## src/rtl/cpu_types_pkg.sv

```systemverilog
// Shared CPU datapath types: machine word, memory-stage controller states and
// the load/store width encodings carried in func3.
package cpu_types_pkg;

  typedef logic [31:0] word_t;

  typedef enum logic [2:0] {
    IDLE,
    LOAD,
    RMW_RD,
    STORE,
    DONE
  } memctl_state_t;

  localparam logic [2:0] F3_LB  = 3'b000;
  localparam logic [2:0] F3_LH  = 3'b001;
  localparam logic [2:0] F3_LW  = 3'b010;
  localparam logic [2:0] F3_LBU = 3'b100;
  localparam logic [2:0] F3_LHU = 3'b101;
  localparam logic [2:0] F3_SB  = 3'b000;
  localparam logic [2:0] F3_SH  = 3'b001;
  localparam logic [2:0] F3_SW  = 3'b010;

endpackage

```

## src/rtl/mem_access_ctrl_if.sv

```systemverilog
// Word-granular dcache port between the memory-stage controller (master)
// and the data cache (slave).
interface mem_access_ctrl_if;
  import cpu_types_pkg::*;

  logic  dmemREN;
  logic  dmemWEN;
  word_t dmemaddr;
  word_t dmemstore;
  word_t dmemload;
  logic  dhit;

  modport master (
    output dmemREN, dmemWEN, dmemaddr, dmemstore,
    input  dmemload, dhit
  );

  modport slave (
    input  dmemREN, dmemWEN, dmemaddr, dmemstore,
    output dmemload, dhit
  );

endinterface

```

## src/rtl/mem_lane_align.sv

```systemverilog
// Byte/halfword lane handling: load field extract with sign/zero extension,
// and the sub-word store merge into a previously read cache word.
module mem_lane_align
  import cpu_types_pkg::*;
(
  input  logic [2:0] func3,
  input  logic [1:0] addr_lo,
  input  word_t      word,
  input  word_t      data,
  output word_t      load_val,
  output word_t      store_word
);

  function automatic word_t ext_byte(input logic [7:0] b, input logic uns);
    logic signed [31:0] s;
    s = 32'(signed'(b));
    return uns ? {24'h0, b} : word_t'(s);
  endfunction

  function automatic word_t ext_half(input logic [15:0] h, input logic uns);
    logic signed [31:0] s;
    s = 32'(signed'(h));
    return uns ? {16'h0, h} : word_t'(s);
  endfunction

  logic [7:0]  byte_sel;
  logic [15:0] half_sel;
  logic        uns;

  assign byte_sel = word[{addr_lo, 3'b000} +: 8];
  // Halfwords are lane-selected by addr[1] only; addr[0] is ignored.
  assign half_sel = addr_lo[1] ? word[31:16] : word[15:0];
  assign uns      = (func3 == F3_LBU) || (func3 == F3_LHU);

  always_comb begin
    load_val = word;
    case (func3)
      F3_LB, F3_LBU: load_val = ext_byte(byte_sel, uns);
      F3_LH, F3_LHU: load_val = ext_half(half_sel, uns);
      default:       load_val = word;
    endcase
  end

  always_comb begin
    store_word = data;
    case (func3)
      F3_SB: begin
        store_word = word;
        store_word[{addr_lo, 3'b000} +: 8] = data[7:0];
      end
      F3_SH: begin
        store_word = word;
        if (addr_lo[1]) store_word[31:16] = data[15:0];
        else            store_word[15:0]  = data[15:0];
      end
      default: store_word = data;
    endcase
  end

endmodule

```

## src/rtl/mem_access_ctrl.sv

```systemverilog
// Memory-stage access controller: turns the latched EX/MEM request into dcache
// word transactions (RMW for sub-word stores) and holds the LR/SC reservation.
module mem_access_ctrl
  import cpu_types_pkg::*;
(
  input  logic              CLK,
  input  logic              nRST,
  input  logic              dREN_i,
  input  logic              dWEN_i,
  input  logic              atomic_i,
  input  logic [2:0]        func3_i,
  input  word_t             addr_i,
  input  word_t             wdata_i,
  mem_access_ctrl_if.master dbus,
  input  logic              inv_valid,
  input  word_t             inv_addr,
  output logic              done,
  output logic              stall,
  output word_t             rdata
);

  memctl_state_t state;
  logic          ren_q, wen_q;
  word_t         store_q, merge_q;
  logic          resv_valid;
  logic [29:0]   resv_addr;

  word_t load_val, merge_word;
  logic  req, word_match, snoop_hit, sc_ok, lr_hit, st_hit;
  logic  unused_inv_lo;

  mem_lane_align u_align (
    .func3      (func3_i),
    .addr_lo    (addr_i[1:0]),
    .word       (dbus.dmemload),
    .data       (wdata_i),
    .load_val   (load_val),
    .store_word (merge_word)
  );

  assign req           = dREN_i | dWEN_i;
  assign stall         = req & (state != DONE);
  assign word_match    = (resv_addr == addr_i[31:2]);
  assign snoop_hit     = inv_valid && (inv_addr[31:2] == resv_addr);
  assign sc_ok         = resv_valid && word_match && !snoop_hit;
  assign lr_hit        = (state == LOAD) && dbus.dhit && atomic_i;
  assign st_hit        = (state == STORE) && dbus.dhit;
  assign unused_inv_lo = ^inv_addr[1:0];

  assign dbus.dmemREN   = ren_q;
  assign dbus.dmemWEN   = wen_q;
  assign dbus.dmemaddr  = {addr_i[31:2], 2'b00};
  assign dbus.dmemstore = store_q;

  // Bus strobes, store word and done are registered alongside the next state
  // so they are a pure function of the current state.
  always_ff @(posedge CLK or negedge nRST) begin
    if (!nRST) begin
      state   <= IDLE;
      ren_q   <= 1'b0;
      wen_q   <= 1'b0;
      store_q <= '0;
      merge_q <= '0;
      done    <= 1'b0;
      rdata   <= '0;
    end else begin
      case (state)
        IDLE: if (req) begin
          if (dREN_i) begin
            state <= LOAD;
            ren_q <= 1'b1;
          end else if (atomic_i) begin
            if (sc_ok) begin
              state   <= STORE;
              wen_q   <= 1'b1;
              store_q <= wdata_i;
            end else begin
              state <= DONE;
              done  <= 1'b1;
              rdata <= 32'd1;
            end
          end else if (func3_i == F3_SW) begin
            state   <= STORE;
            wen_q   <= 1'b1;
            store_q <= wdata_i;
          end else begin
            state <= RMW_RD;
            ren_q <= 1'b1;
          end
        end
        LOAD: if (dbus.dhit) begin
          state <= DONE;
          ren_q <= 1'b0;
          done  <= 1'b1;
          rdata <= load_val;
        end
        RMW_RD: if (dbus.dhit) begin
          state   <= STORE;
          ren_q   <= 1'b0;
          wen_q   <= 1'b1;
          merge_q <= merge_word;
          store_q <= merge_word;
        end
        STORE: if (dbus.dhit) begin
          state <= DONE;
          wen_q <= 1'b0;
          done  <= 1'b1;
          if (atomic_i) rdata <= '0;
        end
        DONE: begin
          state <= IDLE;
          done  <= 1'b0;
        end
        default: begin
          state <= IDLE;
          ren_q <= 1'b0;
          wen_q <= 1'b0;
          done  <= 1'b0;
        end
      endcase
    end
  end

  // A snoop landing on the same cycle as the LR completion kills the new reservation.
  always_ff @(posedge CLK or negedge nRST) begin
    if (!nRST) begin
      resv_valid <= 1'b0;
      resv_addr  <= '0;
    end else if (lr_hit) begin
      resv_addr  <= addr_i[31:2];
      resv_valid <= !(inv_valid && (inv_addr[31:2] == addr_i[31:2]));
    end else if ((st_hit && word_match) || snoop_hit) begin
      resv_valid <= 1'b0;
    end
  end

endmodule

```

## src/flat_wrapper.sv

```systemverilog
// flat-port wrapper written by rule: the top's interface ports become plain ports
module mem_access_ctrl_flat import cpu_types_pkg::*;
  (CLK, nRST, dREN_i, dWEN_i, atomic_i, func3_i, addr_i, wdata_i, inv_valid, inv_addr, done, stall, rdata, dbus_dmemREN, dbus_dmemWEN, dbus_dmemaddr, dbus_dmemstore, dbus_dmemload, dbus_dhit);
  mem_access_ctrl_if dbus_i ();
  input  logic CLK;
  input  logic nRST;
  input  logic dREN_i;
  input  logic dWEN_i;
  input  logic atomic_i;
  input  logic [2:0] func3_i;
  input  word_t addr_i;
  input  word_t wdata_i;
  input  logic inv_valid;
  input  word_t inv_addr;
  output logic done;
  output logic stall;
  output word_t rdata;
  output wire logic [$bits(dbus_i.dmemREN)-1:0] dbus_dmemREN;
  output wire logic [$bits(dbus_i.dmemWEN)-1:0] dbus_dmemWEN;
  output wire logic [$bits(dbus_i.dmemaddr)-1:0] dbus_dmemaddr;
  output wire logic [$bits(dbus_i.dmemstore)-1:0] dbus_dmemstore;
  input wire logic [$bits(dbus_i.dmemload)-1:0] dbus_dmemload;
  input wire logic [$bits(dbus_i.dhit)-1:0] dbus_dhit;
  assign dbus_dmemREN = dbus_i.dmemREN;
  assign dbus_dmemWEN = dbus_i.dmemWEN;
  assign dbus_dmemaddr = dbus_i.dmemaddr;
  assign dbus_dmemstore = dbus_i.dmemstore;
  assign dbus_i.dmemload = dbus_dmemload;
  assign dbus_i.dhit = dbus_dhit;
  mem_access_ctrl u_core (.CLK(CLK), .nRST(nRST), .dREN_i(dREN_i), .dWEN_i(dWEN_i), .atomic_i(atomic_i), .func3_i(func3_i), .addr_i(addr_i), .wdata_i(wdata_i), .dbus(dbus_i), .inv_valid(inv_valid), .inv_addr(inv_addr), .done(done), .stall(stall), .rdata(rdata));
endmodule
```

## config.mk

```make
export PLATFORM = sky130hd
export DESIGN_NAME = mem_access_ctrl_flat
export DESIGN_NICKNAME = d
export VERILOG_FILES = /design/src/rtl/cpu_types_pkg.sv /design/src/rtl/mem_access_ctrl_if.sv /design/src/rtl/mem_lane_align.sv /design/src/rtl/mem_access_ctrl.sv /design/src/flat_wrapper.sv
export SDC_FILE = /design/constraint.sdc
export NUM_CORES = 1
export LEC_CHECK = 0
export CORE_ASPECT_RATIO = 0.7
export CORE_MARGIN = 8
export CORE_UTILIZATION = 35
export DETAILED_ROUTE_END_ITERATION = 10
export GPL_ROUTABILITY_DRIVEN = 1
export GPL_TIMING_DRIVEN = 0
export PLACE_DENSITY = 0.61
export SLEW_MARGIN = 25
export SYNTH_ARGS = -nofsm -noshare
export SYNTH_HDL_FRONTEND = slang
export SYNTH_SLANG_ARGS = --single-unit
```

## constraint.sdc

```tcl
create_clock -name CLK -period 5.2 [get_ports CLK]
set_input_delay 1.04 -clock CLK [delete_from_list [all_inputs] [get_ports CLK]]
set_output_delay 1.04 -clock CLK [all_outputs]
set_load 0.01 [all_outputs]
```

* After elaboration in Yosys (flattened, before gate mapping)
Index checks and enable logic that the tools add are counted.
Storage, ports and cells: logic and storage cells 123, register bits after elaboration 101, input bits 138, output and inout port bits 100
Operators by class: add/subtract/negate cells 1, equal/unequal tests 26, multiplexer cells 51, shift-type cells 3, bitwise logic cells 5, reductions and logical operators 29
Operators by type and width (count):
- 2-to-1 mux 32 bit | 15
- one-hot mux 32 bit (2 select lines) | 3
- one-hot mux 32 bit (3 select lines) | 1
- equality test 30 bit | 3
- 2-to-1 mux 16 bit | 3
- bitwise mux 32 bit | 1
- variable shift 8 x 7 -> 32 bit, first input constant | 1
- variable part select 32 x 6 -> 8 bit | 1
- variable part select 8 x 7 -> 32 bit | 1
- 2-to-1 mux 1 bit | 18
- 2-to-1 mux 3 bit | 6
- inequality test 2 bit, second input constant | 7
- AND reduction 6 bit | 2
- OR reduction 2 bit | 6
- equality test 3 x 2 -> 1 bit, second input constant | 3
- equality test 3 bit, second input constant | 3
- inequality test 3 bit, second input constant | 3
- one-hot mux 3 bit (3 select lines) | 1
- logical AND 1 bit | 8
- AND reduction 8 bit | 1
- negator 5 -> 7 bit | 1
- AND reduction 7 bit | 1
- equality test 3 x 1 -> 1 bit, second input constant | 2
- logical NOT 3 bit | 2
- 13 further kinds | 22

* Depth between registers and ports, before layout
word-level depth 9, mapped depth 9, depth with buffers taken out 7

* Modules after synthesis
From an unflattened synthesis, not the netlist that was laid out.
Unflattened totals: cells, all modules 886, area, all modules 8000.2 um^2
Modules (own cells, without submodules):
- mem_access_ctrl | times used 1, seq. area each 2527.4 um^2, area an instance 5977.0 um^2, cells each 551
- mem_lane_align | times used 1, seq. area each 0.0 um^2, area an instance 2023.2 um^2, cells each 335

* Worst setup path after synthesis
No wires, ideal clock.
path kind input port to flip-flop, from input port func3_i[2], to register u_core.store_q[0] (netlist: u_core.dbus.dmemstore[0]), data required time 5075 ps, library setup time 125 ps, path slack 2327 ps, stages on the path 8, buffers on the path 3, data arrival time 2748 ps, cell sequence clkbuf_1 > or3_1 > buf_2 > or2_1 > buf_2 > a41o_4 > a22o_1 > mux2_2
Between the ends: word-level cells in the longest chain between the ends 4, elaborated cells on any way between the ends 8, those cells by class eq/ne (3); mux (3); reduce/logical (2)
RTL lines:
- start, declared | line flat_wrapper.sv:10 | input logic [2:0] func3_i;
- equality test 3 x 1 -> 1 bit / logical NOT 3 bit (equally long branches) | line mem_lane_align.sv:46 | case (func3)
- one-hot mux 32 bit (2 select lines) | line mem_lane_align.sv:46
- 2-to-1 mux 32 bit | line mem_access_ctrl.sv:97 | RMW_RD: if (dbus.dhit) begin
- one-hot mux 32 bit (2 select lines) | line mem_access_ctrl.sv:67 | case (state)
- end signal, assigned | line mem_access_ctrl.sv:76 | store_q <= wdata_i;
- end signal, assigned | line mem_access_ctrl.sv:85 | store_q <= wdata_i;
- end signal, assigned | line mem_access_ctrl.sv:102 | store_q <= merge_word;
- end, declared | line mem_access_ctrl.sv:24 | word_t store_q, merge_q;
Parallel ways exist; a longest one is shown, timed or not. The select of a mux whose other input is x is not followed. A chain may end at the register's enable or synchronous reset.

* Worst setup path after layout
from input port addr_i[1], to register u_core.store_q[31] (netlist: u_core.dbus.dmemstore[31])
Between the ends: word-level cells in the longest chain between the ends 6, elaborated cells on any way between the ends 8, those cells by class add/sub (1); shift (2); mux (5)
RTL lines:
- start, declared | line flat_wrapper.sv:11 | input word_t addr_i;
- negator 5 -> 7 bit | line mem_lane_align.sv:49 | store_word[{addr_lo, 3'b000} +: 8] = data[7:0];
- variable part select 8 x 7 -> 32 bit / variable shift 8 x 7 -> 32 bit (equally long branches) | line mem_lane_align.sv:49
- bitwise mux 32 bit | line mem_lane_align.sv:49
- one-hot mux 32 bit (2 select lines) (*) | line mem_lane_align.sv:46
- 2-to-1 mux 32 bit (*) | line mem_access_ctrl.sv:97
- one-hot mux 32 bit (2 select lines) (*) | line mem_access_ctrl.sv:67
Every way passes the cells marked *; elsewhere a longest branch is shown, timed or not. The select of a mux whose other input is x is not followed.

==> impl_metrics.py <==
metrics = {
    "run_status": {
        "status": "complete, no violations",
    },
    "cells_and_area": {
        "diodes": 0,
        "final_util": 0.5072,
        "drive_gt1_frac": 0.07515,
        "area_growth_pct": 43.38,
        "layout.nets": 1136,
        "final_cell_count_no_fill": 1268,
    },
    "detailed_routing": {
        "wl_per_cell_um": 21.66,
        "first_iter_violations": 682,
        "ant_nets": 0,
        "route.detailed.drc": 0,
        "vias_per_cell": 5.427,
        "vias": 6881,
        "first_pass_iters": 5,
        "drt-total-wl_um": 27470,
    },
    "worst_setup_path": {
        "cp.arrival_ns": 4.43,
        "start_kind": "input pin",
        "cp.required_ns": 5.50,
        "critPathSlowestCell": "clkdlybuf4s50_1",
        "worstPathCellList": "clkdlybuf4s50_1, clkbuf_1, inv_2, ha_1, nor4_1, and3_1, clkbuf_1, a22oi_1, o21ai_0, mux2_1",
        "max_stage_delay_ns": 0.68,
        "critPathMaxFanout": 11,
        "critical_path.top_delay_family": "buffers and inverters",
        "cpMostUsedCell": "clkbuf_1",
        "critPathKind": "input pin to flop",
        "critPathCaptureType": "flop",
        "path_buf_inv": 4,
    },
    "timing": {
        "slew_headroom": 0.3112,
        "slew_viol_final": 0,
        "worstMarginPinSlew_ns": 1.031,
        "min_period_ns": 4.132,
        "skew_ns": 0.007240,
        "post-route-period-util": 0.7947,
        "rsz0062_at_grt": "no",
        "hold_viol_final": 0,
        "fmax_ghz": 0.2420,
        "fin_setup_tns_ns": 0,
        "setup_viol": 0,
    },
    "logic_synthesis": {
        "postSynth.asyncResetShare": 1.000,
        "synthFlopType": "dfrtp_1",
        "synth_area_per_cell_um2": 9.262,
        "yosysMostFrequentCell": "dfrtp_1",
        "synth_area_um2": 6928,
        "synth_warnings": 0,
        "synth.top_cells.by_count": "101 x dfrtp_1, 79 x xnor2_1, 47 x mux2_1",
        "syn_inst": 748,
        "synth-seq-cells": 101,
        "synth.area.top_cells": "dfrtp_1 36%, xnor2_1 10%, mux2_1 7.6%",
        "netlist.area_leader.share": 0.3648,
        "synth-edff-count": 0,
        "yosysSeqAreaShare": 0.3648,
        "synth_top_area_cell": "dfrtp_1",
        "ys_types": 49,
    },
    "global_routing": {
        "antenna_found_initial": 0,
        "globalRouteTotalUtil": 0.2173,
        "grt_pass1_wl_um": 41110,
        "first_global_vias": 6638,
        "grt_overflow": 0,
        "grt_max_degree": 60,
    },
    "clocking": {
        "clk_pin_slew_worst_paths_ns": 0.07,
        "clockBufferDepth": 2,
        "cts_setup_buffers": 0,
        "cts-root-buf": "clkbuf_16",
        "cts.sink_count": 101,
        "cts_resized": 0,
        "clk_latency_ns": 0.36,
        "htree_levels": 3,
        "cts_buffers": 9,
        "cts_tree": "built",
        "hold_buffers": 0,
    },
    "placed_design": {
        "dp_cells": 1252,
        "io_buffers": 232,
        "dp_hpwl_um": 22260,
        "gp_congestion": 0.9363,
    },
    "worst_hold_path": {
        "hp-class": "flop to flop",
    },
    "power_and_ir_drop": {
        "leakagePower_nw": 3.719,
        "p_per_area_nw_per_um2": 466.9,
        "ir_drop_uv": 241.3,
    },
    "run": {
        "drv_cap": 0,
    },
    "die": {
        "die_x_um": 184.2,
        "die_area_um2": 24620,
        "die_h_um": 133.7,
        "start_util": 0.3538,
        "rows": 43,
        "coreArea_um2": 19580,
        "io_pins": 238,
    },
}
==> final timing paths <==
check,start,endpoint,slack (ns),depth (start not counted)
max in group asynchronous,nRST,u_core.dbus.dmemstore[8],3.92,2
setup reg to reg,u_core.resv_addr[29],u_core.dbus.dmemstore[20],2.04,7
hold / removal,u_core.dbus.dmemstore[18],u_core.dbus.dmemstore[18],0.49,1
setup / recovery,addr_i[1],u_core.dbus.dmemstore[31],1.07,10
hold reg to reg,u_core.dbus.dmemstore[18],u_core.dbus.dmemstore[18],0.49,1
min in group asynchronous,nRST,u_core.resv_addr[19],0.59,1
==> worst register-to-register path, stage by stage, from the launching register on <==
cell and delay, ns:
dfrtp_1 0.43, xnor2_1 0.33, nand4_1 0.18, nor4_1 0.52, o211ai_1 0.21, a31oi_1 0.59
buf_2 0.41, mux2_1 0.36
==> power by group <==
group	total, mW	switching (mW)	internal [mW]
registers	1.50	0.326	1.18
clock network	0.723	0.333	0.391
logic	2.41	1.22	1.19
==> cells in the final DEF, fill, tap and decap left out, drive strengths merged, types with 3 or more instances in the layout <==
cell and count:
nand3 39, clkdlybuf4s50 231, or3 5, o211ai 18
nand4 34, nor2 20, a222oi 8, inv 25
mux2i 11, a221oi 8, o221ai 8, o21a 3
mux2 59, o21ai 56, buf 40, a22oi 24
clkbuf 48, nor4 10, nor3 14, nor2b 10
xor2 11, a21oi 36, nand2 45, xnor2 79
or4 5, dfrtp 101, ha 5, nand2b 4
o22ai 9, a22o 8
==> sequential cells by signal, indices dropped and copies added, names as in the netlist <==
register / flops
u_core.dbus.dmemstore: 32
u_core.done: 1
u_core.rdata: 32
u_core.dbus.dmemWEN: 1
u_core.state: 3
u_core.dbus.dmemREN: 1
u_core.resv_valid: 1
u_core.resv_addr: 30
==> area by class of cell <==
| type | count | area (µm²) |
|---|---|---|
| fill | 1892 | 9651 |
| multi-input combinational | 549 | 3910 |
| inverter | 23 | 86.33 |
| buffer | 76 | 412.9 |
| clock inverter | 6 | 68.82 |
| timing repair buffer | 233 | 2351 |
| tap | 270 | 337.8 |
| sequential | 101 | 2527 |
| clock buffer | 10 | 239.0 |
==> cells by family after synthesis <==
group / count (synthesis) / synth area share
AO/OA/AOI/OAI: 188 / 0.1784
XOR/XNOR: 90 / 0.1138
adder cells (fa/ha/maj): 5 / 0.009030
buffers and inverters: 99 / 0.07206
flip-flops: 101 / 0.3648
multiplexers: 72 / 0.1183
other: 1 / 0.0005413
AND/OR/NAND/NOR: 192 / 0.1430
==> stage by stage <==
step                hold slack (ns)  setup WS [ns]  instance area (µm²)  total power [mW]
floorplan                    0.5229          2.327                 6932             2.726
global placement             0.4714         -1.197                 9592             3.873
detailed placement           0.4741         0.8563                 9625             3.906
CTS                          0.4898          1.214                 9933             4.649
global route                 0.5065         0.9934                 9933             4.926
finish                       0.4903          1.068                 9933             4.637
==> routing by layer <==
metal / vias to the layer above / global-route usage / routed length [µm]
met5: - / 0 / 0
met4: 0 / 0.05541 / 537
met3: 40 / 0.05005 / 1978
met2: 283 / 0.2992 / 11290
met1: 3336 / 0.3302 / 13660
li1: 3222 / - / -
Power figures use the tool's default switching activity.
